**config.mk**
```make
export PLATFORM = sky130hd
export DESIGN_NAME = uart_hash_ctrl
export DESIGN_NICKNAME = d
export VERILOG_FILES = /design/src/rtl/uart_hash_pkg.sv /design/src/rtl/uart_hash_resp_ser.sv /design/src/rtl/uart_hash_ctrl.sv
export SDC_FILE = /design/constraint.sdc
export NUM_CORES = 2
export LEC_CHECK = 0
export CAP_MARGIN = 20
export CORE_AREA = 2 2 540 542
export DETAILED_ROUTE_END_ITERATION = 12
export DIE_AREA = 0 0 542 544
export DONT_BUFFER_PORTS = 1
export GPL_TIMING_DRIVEN = 0
export PLACE_DENSITY = 0.34
export SYNTH_ARGS = -nofsm -noshare
export SYNTH_HDL_FRONTEND = slang
export SYNTH_SLANG_ARGS = --single-unit
export TNS_END_PERCENT = 50
```
**constraint.sdc**
```tcl
create_clock -name clk -period 4.4 [get_ports clk]
set_input_delay 0.88 -clock clk [delete_from_list [all_inputs] [get_ports clk]]
set_output_delay 0.88 -clock clk [all_outputs]
set_load 0.02 [all_outputs]
```
**src/rtl/uart_hash_pkg.sv**
```systemverilog
// uart_hash_pkg: shared types and constants for the UART hash command front-end.
// Holds the FSM state encoding, command/response characters and frame sizing.
package uart_hash_pkg;

    typedef enum logic [2:0] {
        IDLE,
        RECV,
        CHECK,
        ISSUE,
        HASHING,
        SEND
    } state_t;

    localparam logic [7:0] CMD_H = "H";
    localparam logic [7:0] CMD_L = "L";
    localparam logic [7:0] CMD_S = "S";
    localparam logic [7:0] CMD_A = "A";

    localparam logic [7:0] RSP_1 = "1";
    localparam logic [7:0] RSP_0 = "0";
    localparam logic [7:0] RSP_2 = "2";
    localparam logic [7:0] RSP_K = "K";
    localparam logic [7:0] RSP_C = "C";
    localparam logic [7:0] RSP_T = "T";
    localparam logic [7:0] RSP_E = "E";
    localparam logic [7:0] RSP_B = "B";
    localparam logic [7:0] RSP_A = "A";
    localparam logic [7:0] RSP_Y = "Y";
    localparam logic [7:0] RSP_N = "N";

    // Payload bytes of a LOAD frame: data, midstate, target, nonce base, position.
    function automatic int load_bytes(input int d, input int s,
                                      input int t, input int n);
        return d + s + t + n + 4;
    endfunction

endpackage

```
**src/rtl/uart_hash_resp_ser.sv**
```systemverilog
// uart_hash_resp_ser: serialises one response byte or a 'Y' result frame
// onto the tx byte stream, one byte outstanding, and flags the last handshake.
module uart_hash_resp_ser
    import uart_hash_pkg::*;
#(
    parameter int NONCE_BYTES  = 4,
    parameter int DIGEST_BYTES = 32,
    parameter bit SEND_DIGEST  = 1'b0
) (
    input  logic                      clk,
    input  logic                      rstn,
    input  logic                      load,
    input  logic                      load_y,
    input  logic [7:0]                rsp_byte,
    input  logic [8*NONCE_BYTES-1:0]  nonce,
    input  logic [8*DIGEST_BYTES-1:0] digest,
    output logic                      tx_valid,
    output logic [7:0]                tx_data,
    input  logic                      tx_ready,
    output logic                      done
);

    localparam int FB = 1 + NONCE_BYTES + (SEND_DIGEST ? DIGEST_BYTES : 0);
    localparam int SW = 8 * (1 + NONCE_BYTES + DIGEST_BYTES);
    localparam int CW = $clog2(FB + 1);

    logic [SW-1:0] sh;
    logic [CW-1:0] left;

    assign tx_data = sh[7:0];
    assign done    = tx_valid && tx_ready && (left == CW'(1));

    always_ff @(posedge clk) begin
        if (!rstn) begin
            sh       <= '0;
            left     <= '0;
            tx_valid <= 1'b0;
        end else if (load) begin
            tx_valid <= 1'b1;
            if (load_y) begin
                sh   <= {digest, nonce, RSP_Y};
                left <= CW'(FB);
            end else begin
                sh   <= SW'(rsp_byte);
                left <= CW'(1);
            end
        end else if (tx_valid && tx_ready) begin
            sh   <= sh >> 8;
            left <= left - CW'(1);
            if (left == CW'(1))
                tx_valid <= 1'b0;
        end
    end

endmodule

```
**src/rtl/uart_hash_ctrl.sv**
```systemverilog
// uart_hash_ctrl: framed UART command front-end for a double-SHA256 search core.
// Parses commands, loads and issues jobs, and reports status, abort and results.
module uart_hash_ctrl
    import uart_hash_pkg::*;
#(
    parameter int DATA_BYTES   = 64,
    parameter int STATE_BYTES  = 32,
    parameter int TARGET_BYTES = 32,
    parameter int NONCE_BYTES  = 4,
    parameter int DIGEST_BYTES = 32,
    parameter bit SEND_DIGEST  = 1'b0,
    parameter int TIMEOUT_CYC  = 1_000_000
) (
    input  logic                      clk,
    input  logic                      rstn,
    input  logic                      rx_valid,
    input  logic [7:0]                rx_data,
    output logic                      rx_ready,
    output logic                      tx_valid,
    output logic [7:0]                tx_data,
    input  logic                      tx_ready,
    output logic                      job_valid,
    input  logic                      job_ready,
    output logic [8*DATA_BYTES-1:0]   job_data,
    output logic [8*STATE_BYTES-1:0]  job_state,
    output logic [8*TARGET_BYTES-1:0] job_target,
    output logic [8*NONCE_BYTES-1:0]  job_nonce_base,
    output logic [31:0]               job_position,
    output logic                      core_abort,
    input  logic                      result_valid,
    input  logic                      result_found,
    input  logic [8*NONCE_BYTES-1:0]  result_nonce,
    input  logic [8*DIGEST_BYTES-1:0] result_digest,
    output logic                      busy
);

    localparam int LB    = load_bytes(DATA_BYTES, STATE_BYTES,
                                      TARGET_BYTES, NONCE_BYTES);
    localparam int PW    = 8 * LB;
    localparam int CW    = $clog2(LB + 1);
    localparam int OFS_S = 8 * DATA_BYTES;
    localparam int OFS_T = OFS_S + 8 * STATE_BYTES;
    localparam int OFS_N = OFS_T + 8 * TARGET_BYTES;
    localparam int OFS_P = OFS_N + 8 * NONCE_BYTES;

    state_t                    state;
    logic [PW-1:0]             pl;
    logic [CW-1:0]             cnt;
    logic [7:0]                csum;
    logic [7:0]                csum_rx;
    logic [31:0]               tmo;
    logic                      rsp_go;
    logic                      rsp_y;
    logic [7:0]                rsp_byte;
    logic                      rsp_done;
    logic                      sent;
    logic                      res_found;
    logic [8*NONCE_BYTES-1:0]  res_nonce;
    logic [8*DIGEST_BYTES-1:0] res_digest;
    logic                      acc;

    assign acc = rx_valid && rx_ready;

    // Payload shifts in from the top, so byte 0 ends up at bit 0.
    assign job_data       = pl[0 +: 8*DATA_BYTES];
    assign job_state      = pl[OFS_S +: 8*STATE_BYTES];
    assign job_target     = pl[OFS_T +: 8*TARGET_BYTES];
    assign job_nonce_base = pl[OFS_N +: 8*NONCE_BYTES];
    assign job_position   = pl[OFS_P +: 32];

    always_ff @(posedge clk) begin
        if (!rstn) begin
            state      <= IDLE;
            pl         <= '0;
            cnt        <= '0;
            csum       <= '0;
            csum_rx    <= '0;
            tmo        <= '0;
            rsp_go     <= 1'b0;
            rsp_y      <= 1'b0;
            rsp_byte   <= '0;
            sent       <= 1'b0;
            res_found  <= 1'b0;
            res_nonce  <= '0;
            res_digest <= '0;
            rx_ready   <= 1'b0;
            job_valid  <= 1'b0;
            core_abort <= 1'b0;
            busy       <= 1'b0;
        end else begin
            rsp_go     <= 1'b0;
            rsp_y      <= 1'b0;
            core_abort <= 1'b0;
            // Accept input only while no response is queued or in flight.
            rx_ready   <= !((tx_valid && !rsp_done) || rsp_go);
            case (state)
                IDLE: if (acc) begin
                    unique case (1'b1)
                        rx_data == CMD_H:
                            {rsp_go, rsp_byte, rx_ready} <= {1'b1, RSP_1, 1'b0};
                        rx_data == CMD_S:
                            {rsp_go, rsp_byte, rx_ready} <= {1'b1, RSP_0, 1'b0};
                        rx_data == CMD_A:
                            {rsp_go, rsp_byte, rx_ready} <= {1'b1, RSP_A, 1'b0};
                        rx_data == CMD_L: begin
                            state <= RECV;
                            cnt   <= '0;
                            csum  <= '0;
                            tmo   <= '0;
                        end
                        default:
                            {rsp_go, rsp_byte, rx_ready} <= {1'b1, RSP_E, 1'b0};
                    endcase
                end
                RECV: if (acc) begin
                    tmo <= '0;
                    if (cnt == CW'(LB)) begin
                        csum_rx  <= rx_data;
                        rx_ready <= 1'b0;
                        state    <= CHECK;
                    end else begin
                        pl   <= {rx_data, pl[PW-1:8]};
                        csum <= csum ^ rx_data;
                        cnt  <= cnt + CW'(1);
                    end
                end else if (TIMEOUT_CYC != 0 && tmo == 32'(TIMEOUT_CYC - 1)) begin
                    {rsp_go, rsp_byte, rx_ready} <= {1'b1, RSP_T, 1'b0};
                    state <= IDLE;
                end else begin
                    tmo <= tmo + 32'd1;
                end
                CHECK: if (csum == csum_rx) begin
                    {rsp_go, rsp_byte, rx_ready} <= {1'b1, RSP_K, 1'b0};
                    job_valid <= 1'b1;
                    busy      <= 1'b1;
                    state     <= ISSUE;
                end else begin
                    {rsp_go, rsp_byte, rx_ready} <= {1'b1, RSP_C, 1'b0};
                    state <= IDLE;
                end
                ISSUE: begin
                    if (job_ready) begin
                        job_valid <= 1'b0;
                        state     <= HASHING;
                    end
                    if (acc) begin
                        unique case (1'b1)
                            rx_data == CMD_S:
                                {rsp_go, rsp_byte, rx_ready} <= {1'b1, RSP_1, 1'b0};
                            rx_data == CMD_A: begin
                                {rsp_go, rsp_byte, rx_ready} <= {1'b1, RSP_A, 1'b0};
                                // Job taken this very cycle: the core must drop it.
                                core_abort <= job_ready;
                                job_valid  <= 1'b0;
                                busy       <= 1'b0;
                                state      <= IDLE;
                            end
                            default:
                                {rsp_go, rsp_byte, rx_ready} <= {1'b1, RSP_B, 1'b0};
                        endcase
                    end
                end
                HASHING: if (result_valid) begin
                    res_found  <= result_found;
                    res_nonce  <= result_nonce;
                    res_digest <= result_digest;
                    sent       <= 1'b0;
                    busy       <= 1'b0;
                    rx_ready   <= 1'b0;
                    state      <= SEND;
                end else if (acc) begin
                    unique case (1'b1)
                        rx_data == CMD_S:
                            {rsp_go, rsp_byte, rx_ready} <= {1'b1, RSP_2, 1'b0};
                        rx_data == CMD_A: begin
                            {rsp_go, rsp_byte, rx_ready} <= {1'b1, RSP_A, 1'b0};
                            core_abort <= 1'b1;
                            busy       <= 1'b0;
                            state      <= IDLE;
                        end
                        default:
                            {rsp_go, rsp_byte, rx_ready} <= {1'b1, RSP_B, 1'b0};
                    endcase
                end
                SEND: begin
                    rx_ready <= 1'b0;
                    if (!sent && !tx_valid && !rsp_go) begin
                        rsp_go   <= 1'b1;
                        rsp_y    <= res_found;
                        rsp_byte <= RSP_N;
                        sent     <= 1'b1;
                    end else if (sent && rsp_done) begin
                        rx_ready <= 1'b1;
                        state    <= IDLE;
                    end
                end
                default: state <= IDLE;
            endcase
        end
    end

    uart_hash_resp_ser #(
        .NONCE_BYTES (NONCE_BYTES),
        .DIGEST_BYTES(DIGEST_BYTES),
        .SEND_DIGEST (SEND_DIGEST)
    ) u_ser (
        .clk     (clk),
        .rstn    (rstn),
        .load    (rsp_go),
        .load_y  (rsp_y),
        .rsp_byte(rsp_byte),
        .nonce   (res_nonce),
        .digest  (res_digest),
        .tx_valid(tx_valid),
        .tx_data (tx_data),
        .tx_ready(tx_ready),
        .done    (rsp_done)
    );

endmodule

```
==> summary.txt <==
Worst setup path
  • CP max stage delay: 690 ps
  • Critical Path Fanout Max: 10
  • Startpoint Class: flop
  • Slowest CP cell: dfxtp_1
  • Crit path depth: 10
  • WS Path Type: reg -> reg
  • R2r endpoint: pl[498]$_SDFFE_PN0P_
  • CP arrival: 4800 ps
  • Worst Setup SP: rx_ready$_SDFF_PN0_
  • Critical path buffers and inverters: 6
  • Critical Path RT: 5200 ps
  • Worst R2R Setup Slack: 410 ps
  • CP top delay family: buffers and inverters
  • Worst Reg-to-Reg Cells: 10
  • Reg-to-reg startpoint: rx_ready$_SDFF_PN0_
  • Worst setup path end: pl[498]$_SDFFE_PN0P_
  • Worst-path cell chain: nand2_1 -> nor3_2 -> buf_8 -> buf_8 -> clkbuf_2 -> buf_12 -> clkbuf_1 -> clkbuf_1 -> nand2_1 -> a21oi_1
  • Critical Path Sink Type: flop

Final layout
  • Final #Nets: 8659
  • Share of cells above drive strength 1: 4.67%
  • # fillers: 31.7k
  • Final cell count without fillers: 12.4k
  • Commonest non-fill, non-tap cells in the layout: nand2_1, dfxtp_1, a21oi_1
  • Layout Area Growth over Synthesis: 18.9%
  • Commonest non-fill, non-tap cell in the layout: nand2_1

STA
  • Count of final hold-check violations: 0
  • Fmax: 0.250 GHz
  • Worst slew pin tran: 1080 ps
  • Hold_ws: 132 ps
  • Final min period: 3990 ps
  • Final setup vio count: 0
  • Setup slack after layout: 406 ps
  • Final Cycle Share: 90.8%
  • Max-slew headroom: 27.8%
  • RSZ-0062 raised after global routing: false
  • Max-slew violation count: 0
  • Clock Skews: 47.0 ps

Global route
  • Global-route wire length before repair: 409 mm
  • Largest net degree at the start of global routing: 16
  • GRT Util Overall: 18.6%
  • Global route overflow: 0
  • Vias in the first global route: 55.5k
  • Antenna violations before repair: 62

Synthesis
  • Gate Count Post-Synth: 8119
  • Avg Inst Size Synth: 7.91 µm²
  • Seq/Total Area, Yosys: 54.6%
  • Yosys synthesis warning count: 0
  • Adder-Cell Fraction of Synth Area: 0.0975%
  • Syn Nets: 8427
  • Post-Synth Simple-Gate Area: 24.7%
  • EDFF count, synth: 0
  • Ys flop type: dfxtp_1
  • Multiplexer share of the synthesized area: 0.236%
  • Largest family of logic cells by synthesized area: simple AND/OR/NAND/NOR gates
  • XOR/XNOR Fraction of Synth Area: 0.600%
  • Synth cell types: 67
  • Synthesized cell area: 64200 µm²
  • FF+latch count, synth: 1750
  • Ys async rst share: 0%
  • Compound-gate portion of the synthesized area: 15.6%

Worst hold path
  • Hold Path Class: in -> reg
  • WHS Path Cells: 2

Placement
  • Pre-CTS setup slack: -48.4 ps
  • Placed insts: 11.9k
  • Port bufs: 0
  • Placer Congestion: 0.874
  • HPWL after DPL: 226 mm

Floorplan
  • Top-level I/O count: 1404
  • Core area: 289000 µm²
  • Full die area: 295000 µm²
  • Core Rows: 198
  • Die H: 544 µm
  • Initial Utilization: 22.2%
  • DIE WIDTH: 542 µm

Route
  • Drt drc: 0
  • Drt initial violations: 3242
  • Wire length per cell: 23.3 µm
  • Drt first pass iters: 5
  • Routed vias: 56.5k
  • Final wirelength: 288 mm
  • ANT nets after route: 0
  • Vias/cell: 4.58

Clocking
  • Setup bufs post-CTS: 0
  • Clock Latency Late Sink: 870 ps
  • H-tree depth: 4
  • Root Buffer Master: clkbuf_16
  • CTS tree: built
  • Clock sink count: 1750
  • Post-CTS resize count: 0
  • Worst-path clk slew: 60 ps
  • TritonCTS Buffers: 212
  • Clock buffer depth: 4
  • Post-cts hold buffer count: 0

Status
  • Status: finished, final reports clean

Power
  • Peak supply drop: 0.298 mV
  • Power Density: 507 nW/µm²
  • Static leakage: 23.7 nW
  • Tot Pwr: 38.7 mW

Flow run
  • Maxcap violations: 0
-- registers in the layout (all words and copies together) (netlist names), 3 cells and up --
signal,count
res_nonce,32
tmo,32
csum,8
u_ser.left,3
pl,1088
rsp_byte,7
cnt,8
csum_rx,8
res_digest,256
state,3
u_ser.sh,296
-- power by group --
group | internal, mW | total, mW | switching [mW]
Combinational | 1.36 | 4.02 | 2.65
Sequential | 16.5 | 16.9 | 0.383
Clock | 10.4 | 17.7 | 7.36
Total | 28.3 | 38.7 | 10.4
-- per-stage QoR --
step                utilization [%]  TNS (ps)  cell area (µm²)
floorplan                         -         0            64200
global placement               23.8  -2633950            68900
detailed placement             23.9      -329            69300
CTS                            26.3         0            76200
global route                   26.4         0            76300
finish                         26.4         0            76300
-- cells in the mapped netlist (all sizes together) (3+ instances only) --
cell type  number  area share, %
and2            7          0.072
a211oi         12           0.16
nor3b           3          0.035
o21ai          21           0.16
xor2           26           0.35
o211ai          3          0.035
inv            12          0.070
nor2          375            2.2
ha              5          0.097
nor4b           3          0.041
nand2        2796             16
xnor2          18           0.25
nor2b         281            2.7
and3           13           0.13
a21oi        1400             11
buf            28           0.26
nand2b          6          0.058
a311oi        282            3.8
a31oi           5          0.049
and4            4          0.055
or2             5          0.049
nand3          11          0.086
nor3          299            2.3
mux2i          14           0.22
nor4           11           0.11
a22oi          10           0.12
or4             5          0.064
o22a            3          0.041
nand4          18           0.18
clkbuf        655            3.8
or3             4          0.039
dfxtp        1750             55
-- worst min-delay path by stage --
stage                                 startpoint                      endpoint  slack, ps
finish                        result_digest[223]  res_digest[223]$_SDFFE_PN0P_        130
global route                  result_digest[223]  res_digest[223]$_SDFFE_PN0P_         60
CTS                           result_digest[223]  res_digest[223]$_SDFFE_PN0P_         30
detailed placement  res_digest[226]$_SDFFE_PN0P_  res_digest[226]$_SDFFE_PN0P_        450
global placement    res_digest[223]$_SDFFE_PN0P_  res_digest[223]$_SDFFE_PN0P_        450
floorplan                 res_found$_SDFFE_PN0P_              rsp_y$_SDFF_PN0_        430
-- logic make-up after synthesis --
group	count (synthesis)
adder cells (fa/ha/maj)	5
AO/OA/AOI/OAI	1759
AND/OR/NAND/NOR	3851
multiplexers	15
buffers and inverters	695
XOR/XNOR	44
flip-flops	1750
-- routing by layer --
layer	vias to the layer above	global-route usage (%)	wire length, µm
met5	-	0	189
met4	28	5.38	8300
li1	27500	-	-
met2	1615	32.7	141000
met3	397	6.97	26000
met1	26900	20.8	112000
-- cell type report --
class	instances	area [µm²]	area share (%)
inverters	12	45.0	0.0590
flip-flops and latches	1750	35000	45.9
plain buffers	683	2630	3.45
diodes	29	72.6	0.0951
clock inverters	74	800	1.05
multi-input cells	5674	26500	34.7
repair buffers	18	300	0.393
well taps	3800	4750	6.23
clock buffers	311	6190	8.11
Power figures use the tool's default switching activity.
